==> config.mk <==
export PLATFORM = sky130hd
export DESIGN_NAME = uart_rx_frame_parser
export DESIGN_NICKNAME = d
export VERILOG_FILES = /design/src/rtl/uart_rx_frame_parser.sv
export SDC_FILE = /design/constraint.sdc
export NUM_CORES = 1
export LEC_CHECK = 0
export BUFFER_PORTS_ARGS = -buffer_cell sky130_fd_sc_hd__buf_2
export CORE_ASPECT_RATIO = 0.5
export CORE_UTILIZATION = 25
export DETAILED_ROUTE_END_ITERATION = 16
export SLEW_MARGIN = 30
export SYNTH_ARGS = -nofsm -noshare
export SYNTH_HDL_FRONTEND = slang
export SYNTH_SLANG_ARGS = --single-unit
==> constraint.sdc <==
create_clock -name clk -period 2.13 [get_ports clk]
set_clock_uncertainty 0.05 [all_clocks]
set_input_delay 0.1065 -clock clk [delete_from_list [all_inputs] [get_ports clk]]
set_output_delay 0.1065 -clock clk [all_outputs]
set_load 0.01 [all_outputs]
==> src/rtl/uart_rx_frame_parser.sv <==
`default_nettype none
// ============================================================================
// Module   : uart_rx_frame_parser
// Function : Pops bytes from a first-word-fall-through UART Rx FIFO and
//            parses SOF / LEN / payload / XOR-checksum frames. Good payloads
//            are kept in a buffer read by address. One-cycle strobes report
//            good and aborted frames. An inter-byte timeout aborts stalled
//            frames.
// Option   : `define UART_PARSER_STATS_EN adds saturating 16-bit good, bad
//            and dropped-byte counters.
// Revision : 1.0 - initial release
// ============================================================================
module uart_rx_frame_parser #(
  parameter int                DBITS          = 8,
  parameter logic [DBITS-1:0]  SOF_BYTE       = 8'hA5,
  parameter int                MAX_LEN        = 16,
  parameter int                LEN_BITS       = 5,
  parameter int                ADDR_BITS      = 4,
  parameter int                TIMEOUT_CYCLES = 1000000,
  parameter int                TO_BITS        = 20
) (
  input  logic                 clk,
  input  logic                 reset,
  input  logic                 rx_empty,
  input  logic [DBITS-1:0]     read_data,
  output logic                 read_uart,
  input  logic [ADDR_BITS-1:0] pl_addr,
  output logic [DBITS-1:0]     pl_data,
  output logic [LEN_BITS-1:0]  frame_len,
  output logic                 frame_valid,
  output logic                 frame_err,
  output logic [1:0]           err_code,
  output logic                 busy
`ifdef UART_PARSER_STATS_EN
  ,
  output logic [15:0]          good_cnt,
  output logic [15:0]          bad_cnt,
  output logic [15:0]          drop_cnt
`endif
);

  localparam logic [1:0]         ERR_LEN   = 2'd1;
  localparam logic [1:0]         ERR_CHK   = 2'd2;
  localparam logic [1:0]         ERR_TO    = 2'd3;
  localparam logic [DBITS-1:0]   MAX_LEN_W = DBITS'(MAX_LEN);
  localparam logic [TO_BITS-1:0] TO_MAX    = TO_BITS'(TIMEOUT_CYCLES - 1);

  typedef enum logic [1:0] {
    S_HUNT    = 2'd0,
    S_LEN     = 2'd1,
    S_PAYLOAD = 2'd2,
    S_CHK     = 2'd3
  } state_t;

  state_t              state, state_nxt;
  logic [DBITS-1:0]    byte_reg;
  logic                byte_vld;
  logic [LEN_BITS-1:0] len_q, len_nxt;
  logic [LEN_BITS-1:0] idx_q, idx_nxt;
  logic [DBITS-1:0]    chk_q, chk_nxt;
  logic [TO_BITS-1:0]  to_cnt, to_nxt, to_inc;
  logic                fv_nxt, fe_nxt;
  logic [1:0]          ec_nxt;
  logic [LEN_BITS-1:0] fl_nxt;
  logic                wr_en;
  logic                drop;

  logic [DBITS-1:0]    buf_mem [2**ADDR_BITS];

  // The byte popped last cycle is the one being processed this cycle.
  assign byte_vld = read_uart;
  assign busy     = (state != S_HUNT);
  assign pl_data  = buf_mem[pl_addr];

  // Pop handshake: capture the FIFO head together with the pop request,
  // never popping on two consecutive cycles.
  always_ff @(posedge clk or negedge reset) begin
    if (!reset) begin
      read_uart <= 1'b0;
      byte_reg  <= '0;
    end else if (!rx_empty && !read_uart) begin
      read_uart <= 1'b1;
      byte_reg  <= read_data;
    end else begin
      read_uart <= 1'b0;
    end
  end

  // Frame state, datapath and strobe registers.
  always_ff @(posedge clk or negedge reset) begin
    if (!reset) begin
      state       <= S_HUNT;
      len_q       <= '0;
      idx_q       <= '0;
      chk_q       <= '0;
      to_cnt      <= '0;
      frame_valid <= 1'b0;
      frame_err   <= 1'b0;
      err_code    <= 2'd0;
      frame_len   <= '0;
    end else begin
      state       <= state_nxt;
      len_q       <= len_nxt;
      idx_q       <= idx_nxt;
      chk_q       <= chk_nxt;
      to_cnt      <= to_nxt;
      frame_valid <= fv_nxt;
      frame_err   <= fe_nxt;
      err_code    <= ec_nxt;
      frame_len   <= fl_nxt;
    end
  end

  // Next-state logic: byte processing has priority over the timeout.
  always_comb begin
    state_nxt = state;
    len_nxt   = len_q;
    idx_nxt   = idx_q;
    chk_nxt   = chk_q;
    fv_nxt    = 1'b0;
    fe_nxt    = 1'b0;
    ec_nxt    = err_code;
    fl_nxt    = frame_len;
    wr_en     = 1'b0;
    drop      = 1'b0;
    to_inc    = (to_cnt == TO_MAX) ? to_cnt : to_cnt + TO_BITS'(1);
    to_nxt    = '0;
    if (busy && !byte_vld) begin
      to_nxt = to_inc;
    end

    if (byte_vld) begin
      case (state)
        S_HUNT: begin
          if (byte_reg == SOF_BYTE) begin
            state_nxt = S_LEN;
          end else begin
            drop = 1'b1;
          end
        end
        S_LEN: begin
          if ((byte_reg == '0) || (byte_reg > MAX_LEN_W)) begin
            fe_nxt    = 1'b1;
            ec_nxt    = ERR_LEN;
            state_nxt = S_HUNT;
          end else begin
            len_nxt   = byte_reg[LEN_BITS-1:0];
            chk_nxt   = byte_reg;
            idx_nxt   = '0;
            state_nxt = S_PAYLOAD;
          end
        end
        S_PAYLOAD: begin
          wr_en   = 1'b1;
          chk_nxt = chk_q ^ byte_reg;
          idx_nxt = idx_q + LEN_BITS'(1);
          if (idx_q == (len_q - LEN_BITS'(1))) begin
            state_nxt = S_CHK;
          end
        end
        S_CHK: begin
          if (byte_reg == chk_q) begin
            fv_nxt = 1'b1;
            fl_nxt = len_q;
          end else begin
            fe_nxt = 1'b1;
            ec_nxt = ERR_CHK;
          end
          state_nxt = S_HUNT;
        end
        default: state_nxt = S_HUNT;
      endcase
    end else if (busy && (to_inc == TO_MAX)) begin
      fe_nxt    = 1'b1;
      ec_nxt    = ERR_TO;
      state_nxt = S_HUNT;
    end
  end

  // Payload buffer: written only while collecting payload, never reset.
  always_ff @(posedge clk) begin
    if (wr_en) begin
      buf_mem[idx_q[ADDR_BITS-1:0]] <= byte_reg;
    end
  end

`ifdef UART_PARSER_STATS_EN
  // Saturating frame and dropped-byte statistics.
  always_ff @(posedge clk or negedge reset) begin
    if (!reset) begin
      good_cnt <= '0;
      bad_cnt  <= '0;
      drop_cnt <= '0;
    end else begin
      if (fv_nxt && (good_cnt != 16'hFFFF)) good_cnt <= good_cnt + 16'd1;
      if (fe_nxt && (bad_cnt  != 16'hFFFF)) bad_cnt  <= bad_cnt  + 16'd1;
      if (drop   && (drop_cnt != 16'hFFFF)) drop_cnt <= drop_cnt + 16'd1;
    end
  end
`endif

endmodule
`default_nettype wire

==> results of run 1 <==
area by class of cell:
cell class                 instances  area (sq um)
sequential                       186          5300
multi-input combinational        280          2680
clock buffer                      18           429
tap                              423           529
clock inverter                    14           164
inverter                           9          33.8
timing repair buffer             131          1090
fill                            2969         20700
cell usage in the layout (no fill, tap or decap), types with 3 or more instances in the layout:
cell / synthesis / routed
edfxtp_1: 128 / 128
dfrtp_1: 58 / 55
nand4_1: 6 / 6
nor2_1: 24 / 24
and3_1: 12 / 12
nand2b_1: 3 / 3
dfrtp_2: 0 / 3
xnor2_1: 14 / 14
a21oi_1: 13 / 9
buf_4: 2 / 77
clkinv_1: 0 / 3
buf_2: 4 / 26
nand3_1: 11 / 11
nand2_1: 35 / 33
buf_12: 0 / 9
clkbuf_16: 0 / 17
o21ai_0: 9 / 7
nor3_1: 6 / 4
nor2b_1: 4 / 3
and2_1: 6 / 6
buf_6: 1 / 9
a21oi_2: 0 / 4
inv_8: 0 / 3
mux2_2: 16 / 16
mux4_2: 40 / 40
nor4_4: 1 / 3
inv_1: 9 / 9
xor2_1: 27 / 26
or2_2: 3 / 3
ha_1: 6 / 5
dlygate4sd3_1: 0 / 10
nor3b_2: 0 / 3
nor3b_1: 7 / 3
critical path, delay by kind of cell (launching register included):
family,cells,cell delay (ns)
compound gates,4,0.48
buf+inv,2,0.32
flops,1,0.40
simple gates,3,0.79
worst max path at each step:
| stage | to | slack, ns | cells past startpoint |
|---|---|---|---|
| after floorplan | state[0] | -0.06 | 8 |
| after global placement | state[0] | -0.07 | 9 |
| after detailed placement | err_code[0] | -0.11 | 7 |
| after CTS | pl_data[4] | -0.04 | 3 |
| after global routing | state[0] | -0.16 | 10 |
| final | state[0] | -0.02 | 9 |
power groups by stage:
stage	Combinational, mW	Clock [mW]	Sequential (mW)
CTS	0.578	3.25	4.05
global route	0.645	3.41	4.06
finish	0.589	3.19	4.05
floorplan	0.244	0	4.18
global placement	0.528	0	4.12
detailed placement	0.542	0	4.13
layer usage:
| metal | vias to the layer above | share of wire (%) |
|---|---|---|
| met4 | 0 | 1.2 |
| met5 | - | 0 |
| met2 | 41 | 50 |
| met3 | 16 | 2.4 |
| met1 | 2343 | 46 |
| li1 | 2162 | - |
logic make-up after synthesis:
kind of cell | Yosys count | share of synthesized area, %
compound gates | 39 | 3.11
xor+xnor | 41 | 4.49
simple gates | 137 | 9.65
buf+inv | 32 | 2.00
fa+ha+maj | 6 | 0.938
mux | 57 | 13.6
flops | 186 | 66.2
what timing repair did:
action	in CTS	in global routing
pin swaps	5	7
hold buffers	10	0
buffers inserted	4	3
setup endpoints to repair	18	26
resized for setup	15	17
endpoints found under the hold margin	26	0
cloned	0	1
==> results.md, run 1 <==
GRT:
- The global-route wire length before repair is 27600 microns.
- The number of global-route vias before repair came to 4872.
- met2 is the most crowded layer.
- The total overflow left after global routing is 0.
- Entering global routing, the biggest net connects 33 pins.
- In the global route stage, met1 resource usage came out at 14.3%.
- The number of antenna violations at the first check in global routing is 0.
- Global routing used 11.2% of the available tracks across all layers.
- The global routing met2 resource utilization is 19.2%.
- The global-route track usage on met3 is 2.59%.

Route:
- The final antenna-violating net count is 0.
- The first TritonRoute pass finished after 4 iterations.
- The detailed router's first-iteration violation count is 236.
- Dividing the detail-routed via count by the number of cells gives 4.30.
- For this run, design rule violations remaining after detail routing come to 0.
- The aggregate routed wire length is 17000 microns.
- The routed length per instance is 16.1 microns.
- The final route contains 4562 vias.

Synth:
- The number of different library cells used by synthesis comes to 56.
- Yosys mapped a number of flops with a built-in enable equal to 128.
- Summed over its instances, the top area cell type makes up 48.0% of the synthesized netlist area.
- The synthesized instance count is 498.
- The flip-flop and latch count after synthesis is 186.
- The post-synth net total is 519.
- The post-synthesis sequential area ratio is 66.2%.
- A synthesized cell averages 16.1 sq um.
- By area the synthesized netlist is led by edfxtp_1 48%, dfrtp_1 18%, mux4_2 11%, xor2_1 3.0%, mux2_2 2.3%.
- The dominant register cell in the synthesized netlist is edfxtp_1.
- The cell area that synthesis handed to floorplanning was 8000 sq um.
- The top cell type by total area after synthesis is edfxtp_1.
- Counting instances in the post-synthesis netlist gives the leading cell types as 128 x edfxtp_1, 58 x dfrtp_1, 40 x mux4_2, 35 x nand2_1, 27 x xor2_1.
- Yosys instantiated no cell more often than edfxtp_1.
- The Yosys step of the flow raised 0 warnings.
- After synthesis, the share of flip-flops with an asynchronous set or reset is 31.2%.

Placement:
- The number of placed instances, taps included is 1011.
- Detailed placement finished with a half-perimeter wire length of 11300 microns.
- Input and output buffers added on the ports amount to 33.
- In this run the cell area measured after placement is 9330 sq um.
- The congestion estimate from routability-driven global placement came to 0.826.
- OpenSTA, run right after detailed placement, puts the worst setup slack at -0.113 ns.

Pwr:
- The clock network accounts for 40.8% of the total power.
- The total internal power is 6.02 mW.
- The combinational fraction of design power is 7.5%.
- Power spread over the standard cell area amounts to 766 nW/um^2.
- Sequential cells burn 51.7% of the power.
- The net switching fraction of the power is 23.1%.
- For this design the total switching power over the nets is 1.81 mW.
- VDD sags by at most 0.541 mV.
- The static leakage is 3.77 nW.
- The design draws 7.83 mW.

Layout:
- The final net count is 646.
- Relative to the synthesized area, the layout overhead comes to 27.8%.
- The register with the most flip-flops in the layout has 128 of them.
- The share of layout cells above drive strength 1 is 38.4%.
- The post-route non-filler standard cell count is 1061.
- The number of antenna diodes in the final layout is 0.
- The final instance area is 10200 sq um.
- The core occupancy in the finished layout is 33.1%.

Floorplan:
- The floorplan core area is 30900 sq um.
- The floorplan has 45 rows.
- The area of the die is 32800 sq um.
- The width of the die is 255 microns.
- The initial utilization of the core area, before any placement, comes to 25.9%.
- The boundary pin count is 34.
- In this run the vertical extent of the chip is 129 microns.

Outcome:
- The checks that failed: setup timing.
- The run finished, with violations left.

Clocking:
- The depth of the CTS H-tree is 4.
- The cell at the root of the clock tree is clkbuf_16.
- TritonCTS built the clock tree.
- At the later pin of the worst-skew pair, clock insertion delay measures 0.43 ns.
- Counting along the longest clock path gives a buffer depth of 2.
- After clock tree synthesis, the clock-pin slew on the worst setup and hold paths is 0.07 ns.
- The tree built by TritonCTS fans out to 186 sinks.
- TritonCTS created 17 clock buffers.

Setup path:
- Tracing the worst setup path back leads to its startpoint at to_cnt[0].
- The delay of the slowest cell on the worst path is 0.44 ns.
- STA classifies the critical path startpoint as a register.
- The most used cell along the critical path is buf_4.
- In this run the worst path has a maximum fanout of 5.
- STA puts the critical path data required time at 2.40 ns.
- The launch point of the worst reg-to-reg path is to_cnt[0].
- On the critical path, the stage with the largest delay is an instance of or4_4.
- In this run the register-to-register setup slack is -0.02 ns.
- The endpoint identified for the worst register-to-register timing path is state[0].
- The critical setup path kind is register to register.
- The worst register-to-register path has a depth of 9.
- The critical path goes through buf_4 > nand3_1 > or4_4 > o21ai_2 > a32oi_2 > nor4_2 > buf_4 > a21oi_2 > a21bo_1.
- STA puts the critical path data arrival time at 2.42 ns.
- The worst setup path is captured at a register.

Timing:
- The number of slew-limit violations in the final report is 0.
- In the final timing run, aggregate negative setup slack is -0.0552 ns.
- Counting I/O delays and the setup requirement, the final critical path takes 2.15 ns.
- In the post-route analysis, the smallest setup slack over all paths is -0.0246 ns.
- The highest attainable clock frequency is 464 MHz.
- Setup violations remaining at the end of the flow were counted as 5.
- The smallest hold slack is 0.135 ns.
- The final hold violation count is 0.
- The worst pin sits at a relative slew slack of 64.7%.
- Of the available clock period, the critical path in the final layout requires 101%.
- At the pin with the least slew margin, the transition time is 0.529 ns.
- Setup repair after global routing could not meet its margin everywhere.

Hold path:
- The path class of the lowest-slack min-delay path is primary input to async pin.

Run:
- Max-cap violations in this run came to 0.
(Power assumes the default switching activity.)
==> run 2, diff against run 1 <==
--- a/config.mk
+++ b/config.mk
@@ -9,6 +9,7 @@
 export CORE_ASPECT_RATIO = 0.5
 export CORE_UTILIZATION = 25
 export DETAILED_ROUTE_END_ITERATION = 16
+export SETUP_SLACK_MARGIN = 0.1
 export SLEW_MARGIN = 30
 export SYNTH_ARGS = -nofsm -noshare
 export SYNTH_HDL_FRONTEND = slang
==> results.md, run 2 (synthesis gave the netlist of run 1 again) <==
Setup path:
- The startpoint type of the worst setup path is a register (unchanged).
- The most used cell along the critical path is buf_4 (unchanged).
- The nature of the critical path endpoint is a register (unchanged).
- The top fanout value on the critical path is 5 (unchanged).
- The source of the critical timing path was to_cnt[0] (unchanged).
- The number of buffer and inverter stages on the critical path is 2 (unchanged).
- The kind of cell with the highest combined delay on the critical path is simple AND/OR/NAND/NOR gates (unchanged).
- The critical setup path kind is register to register (unchanged).
- The delay of the slowest cell on the worst path is 0.45 ns (was 0.44 ns).
- The critical path data arrival time came to 2.45 ns (was 2.42 ns).
- The slack of the worst reg-to-reg path is -0.05 ns (was -0.02 ns).
- Cell chain of the critical path: buf_4 > nand3_1 > or4_4 > o21ai_2 > a32oi_2 > nor4_2 > buf_4 > a21oi_2 > a21bo_1 (unchanged).
- The worst endpoint required time is 2.40 ns (about the same).
- The launch point of the worst reg-to-reg path is to_cnt[0] (unchanged).
- The slowest library cell on the worst path is or4_4 (unchanged).

Pwr:
- The static leakage was 3.79 nW (was 3.77 nW).
- The switching power summed over all nets came to 1.92 mW (was 1.81 mW).
- The peak ir drop on the vdd network was 0.343 mV (was 0.541 mV).
- The power density over cell area is 765 nW/um^2 (was 766 nW/um^2).
- The net switching fraction of the power is 24.4% (was 23.1%).
- The combinational fraction of design power is 7.9% (was 7.5%).
- The register share of total power came to 51.6% (was 51.7%).
- The clock share of power is 40.5% (was 40.8%).
- The total internal power was 5.94 mW (was 6.02 mW).

GRT:
- The aggregate global-route resource usage is 11.3% (was 11.2%).
- The layer carrying the most global-route usage is met2 (unchanged).
- The global-route wire length before repair is 27800 microns (was 27600 microns).
- The global routing met2 resource utilization is 19.3% (was 19.2%).
- The global-route track usage on met3 is 3.03% (was 2.59%).
- The aggregate global routing overflow is 0 (unchanged).
- The number of antenna violations at the first check in global routing is 0 (unchanged).
- The number of global-route vias before repair is 4921 (was 4872).
- The met1 usage is 14.3% (about the same).
- The largest net degree at the start of global routing is 45 (was 33).

Floorplan:
- The boundary pin count is 34 (unchanged).
- The vertical die dimension is 129 microns (unchanged).
- The width of the die came to 255 microns (unchanged).
- The floorplan core area is 30900 sq um (unchanged).
- The starting density of the core is 25.9% (unchanged).
- The row count is 45 (unchanged).
- The area of the die is 32800 sq um (unchanged).

Hold path:
- The path class of the lowest-slack min-delay path was primary input to async pin (unchanged).

Timing:
- The slew of the pin with the lowest slew margin was 0.429 ns (was 0.529 ns).
- The normalized max-slew margin was 71.4% (was 64.7%).
- The final hold violation count is 0 (unchanged).
- RSZ-0062 raised after global routing: true (unchanged).
- The setup total negative slack is -0.104 ns (was -0.0552 ns).
- The worst setup margin is -0.0483 ns (was -0.0246 ns).
- The total of endpoints with negative setup slack in the final report is 5 (unchanged).
- The highest attainable clock frequency is 459 MHz (was 464 MHz).
- The number of slew-limit violations in the final report came to 0 (unchanged).
- The minimum clock period is 2.18 ns (was 2.15 ns).
- The share of the clock period used by the worst path after layout is 102% (was 101%).

Clocking:
- The clock latency on the worst-skew pair was 0.44 ns (was 0.43 ns).
- The clock tree from TritonCTS is yes (unchanged).
- The cell at the root of the clock tree is clkbuf_16 (unchanged).
- The depth of the CTS H-tree is 4 (unchanged).
- The buffer levels on the longest clock path is 2 (unchanged).
- The number of buffers added by the clock tree synthesis step is 17 (unchanged).
- The CTS sink count is 186 (unchanged).
- The clock-pin transition on the worst setup and hold timing paths is 0.07 ns (about the same).

Route:
- The via count of the routed design is 4615 (was 4562).
- The average vias per placed instance is 4.36 (was 4.30).
- The detailed router's first-iteration violation count is 209 (was 236).
- The routed length per instance is 16.4 microns (was 16.1 microns).
- The aggregate routed wire length is 17400 microns (was 17000 microns).
- The number of iterations in the first detailed-routing pass is 4 (unchanged).
- The DRC violation count after routing was 0 (unchanged).
- The final antenna-violating net count is 0 (unchanged).

Placement:
- The number of placed instances, taps included came to 1010 (was 1011).
- The weighted congestion reported at the end of routability-driven placement is 0.799 (was 0.826).
- The final HPWL from detailed placement is 11700 microns (was 11300 microns).
- The total of buffers placed on input and output ports is 33 (unchanged).

Outcome:
- Result of the run: complete, but fails checks (unchanged).
- Failing checks: setup timing (unchanged).

Layout:
- The layout overhead on the synthesized area was 28.3% (was 27.8%).
- Commonest cells after routing, fill and taps aside: 128 x edfxtp_1, 74 x buf_4, 56 x dfrtp_1, 40 x mux4_2 (was 128 x edfxtp_1, 77 x buf_4, 55 x dfrtp_1, 40 x mux4_2, 33 x nand2_1).
- The most common library cell in the layout ignoring fill and taps was edfxtp_1 (unchanged).
- The flip-flop count of the largest register after layout is 128 (unchanged).
- The count of filler cells inserted in the layout is 2958 (was 2969).
- The antenna cell count was 0 (unchanged).
- The final net count is 644 (was 646).
- The post-route non-filler standard cell count came to 1058 (was 1061).
- The share of layout cells above drive strength 1 was 40.9% (was 38.4%).

Run:
- The count of maximum capacitance violations is 0 (unchanged).
## run 2: area by class of cell
cell class	count	area (sq um)	area share [%]
clock buffer	17	425	4.14
clock inverter	14	170	1.66
inverter	9	33.8	0.329
multi-input combinational	280	2750	26.8
sequential	186	5300	51.6
tap	423	529	5.16
timing repair buffer	129	1060	10.3
## run 2: power groups by stage
stage / Sequential [mW] / Combinational (mW) / Clock, mW
floorplan: 4.18 / 0.248 / 0
global placement: 4.12 / 0.547 / 0
detailed placement: 4.13 / 0.562 / 0
CTS: 4.05 / 0.618 / 3.26
global route: 4.06 / 0.676 / 3.41
finish: 4.05 / 0.619 / 3.18
## run 2: worst paths after layout
kind,end,cells after the start
max in group asynchronous,byte_reg[2],3
min in group clk,byte_reg[7],3
hold reg to reg,frame_len[1],2
hold / removal,to_cnt[4],2
setup / recovery,state[0],9
setup reg to reg,state[0],9
## run 2: through the flow
step	area [sq um]	hold WS [ns]	utilization (%)	total power, mW	setup slack [ns]
3_5_place_dp	9300	0.0251	30.1	4.69	-0.110
2_1_floorplan	8060	-0.239	-	4.43	-0.0571
4_1_cts	10200	0.0899	32.9	7.93	-0.0426
3_3_place_gp	9300	0.0157	30.1	4.67	-0.0644
5_1_grt	10300	0.116	33.2	8.15	-0.182
6_report	10300	0.0880	33.2	7.86	-0.0483
## run 2: metal layers
metal | wire, microns | share of wire [%] | vias up
met2 | 8820 | 51 | 86
met3 | 682 | 3.9 | 13
li1 | - | - | 2144
met5 | 0 | 0 | -
met1 | 7720 | 44 | 2372
met4 | 170 | 0.98 | 0
## run 2: timing repair
item                                   CTS  global route
endpoints found under the hold margin   67             0
setup endpoints to repair               26            56
hold buffers                            10             0
pin swaps                               13            14
gates cloned                             1             1
setup buffers                            5             0
gates resized for setup                 30            24
## run 2: worst register-to-register path: cells and delay by family (launching register included)
| family | cells | cell delay, ns |
|---|---|---|
| simple gates | 3 | 0.81 |
| buf+inv | 2 | 0.32 |
| compound gates | 4 | 0.48 |
| flops | 1 | 0.40 |
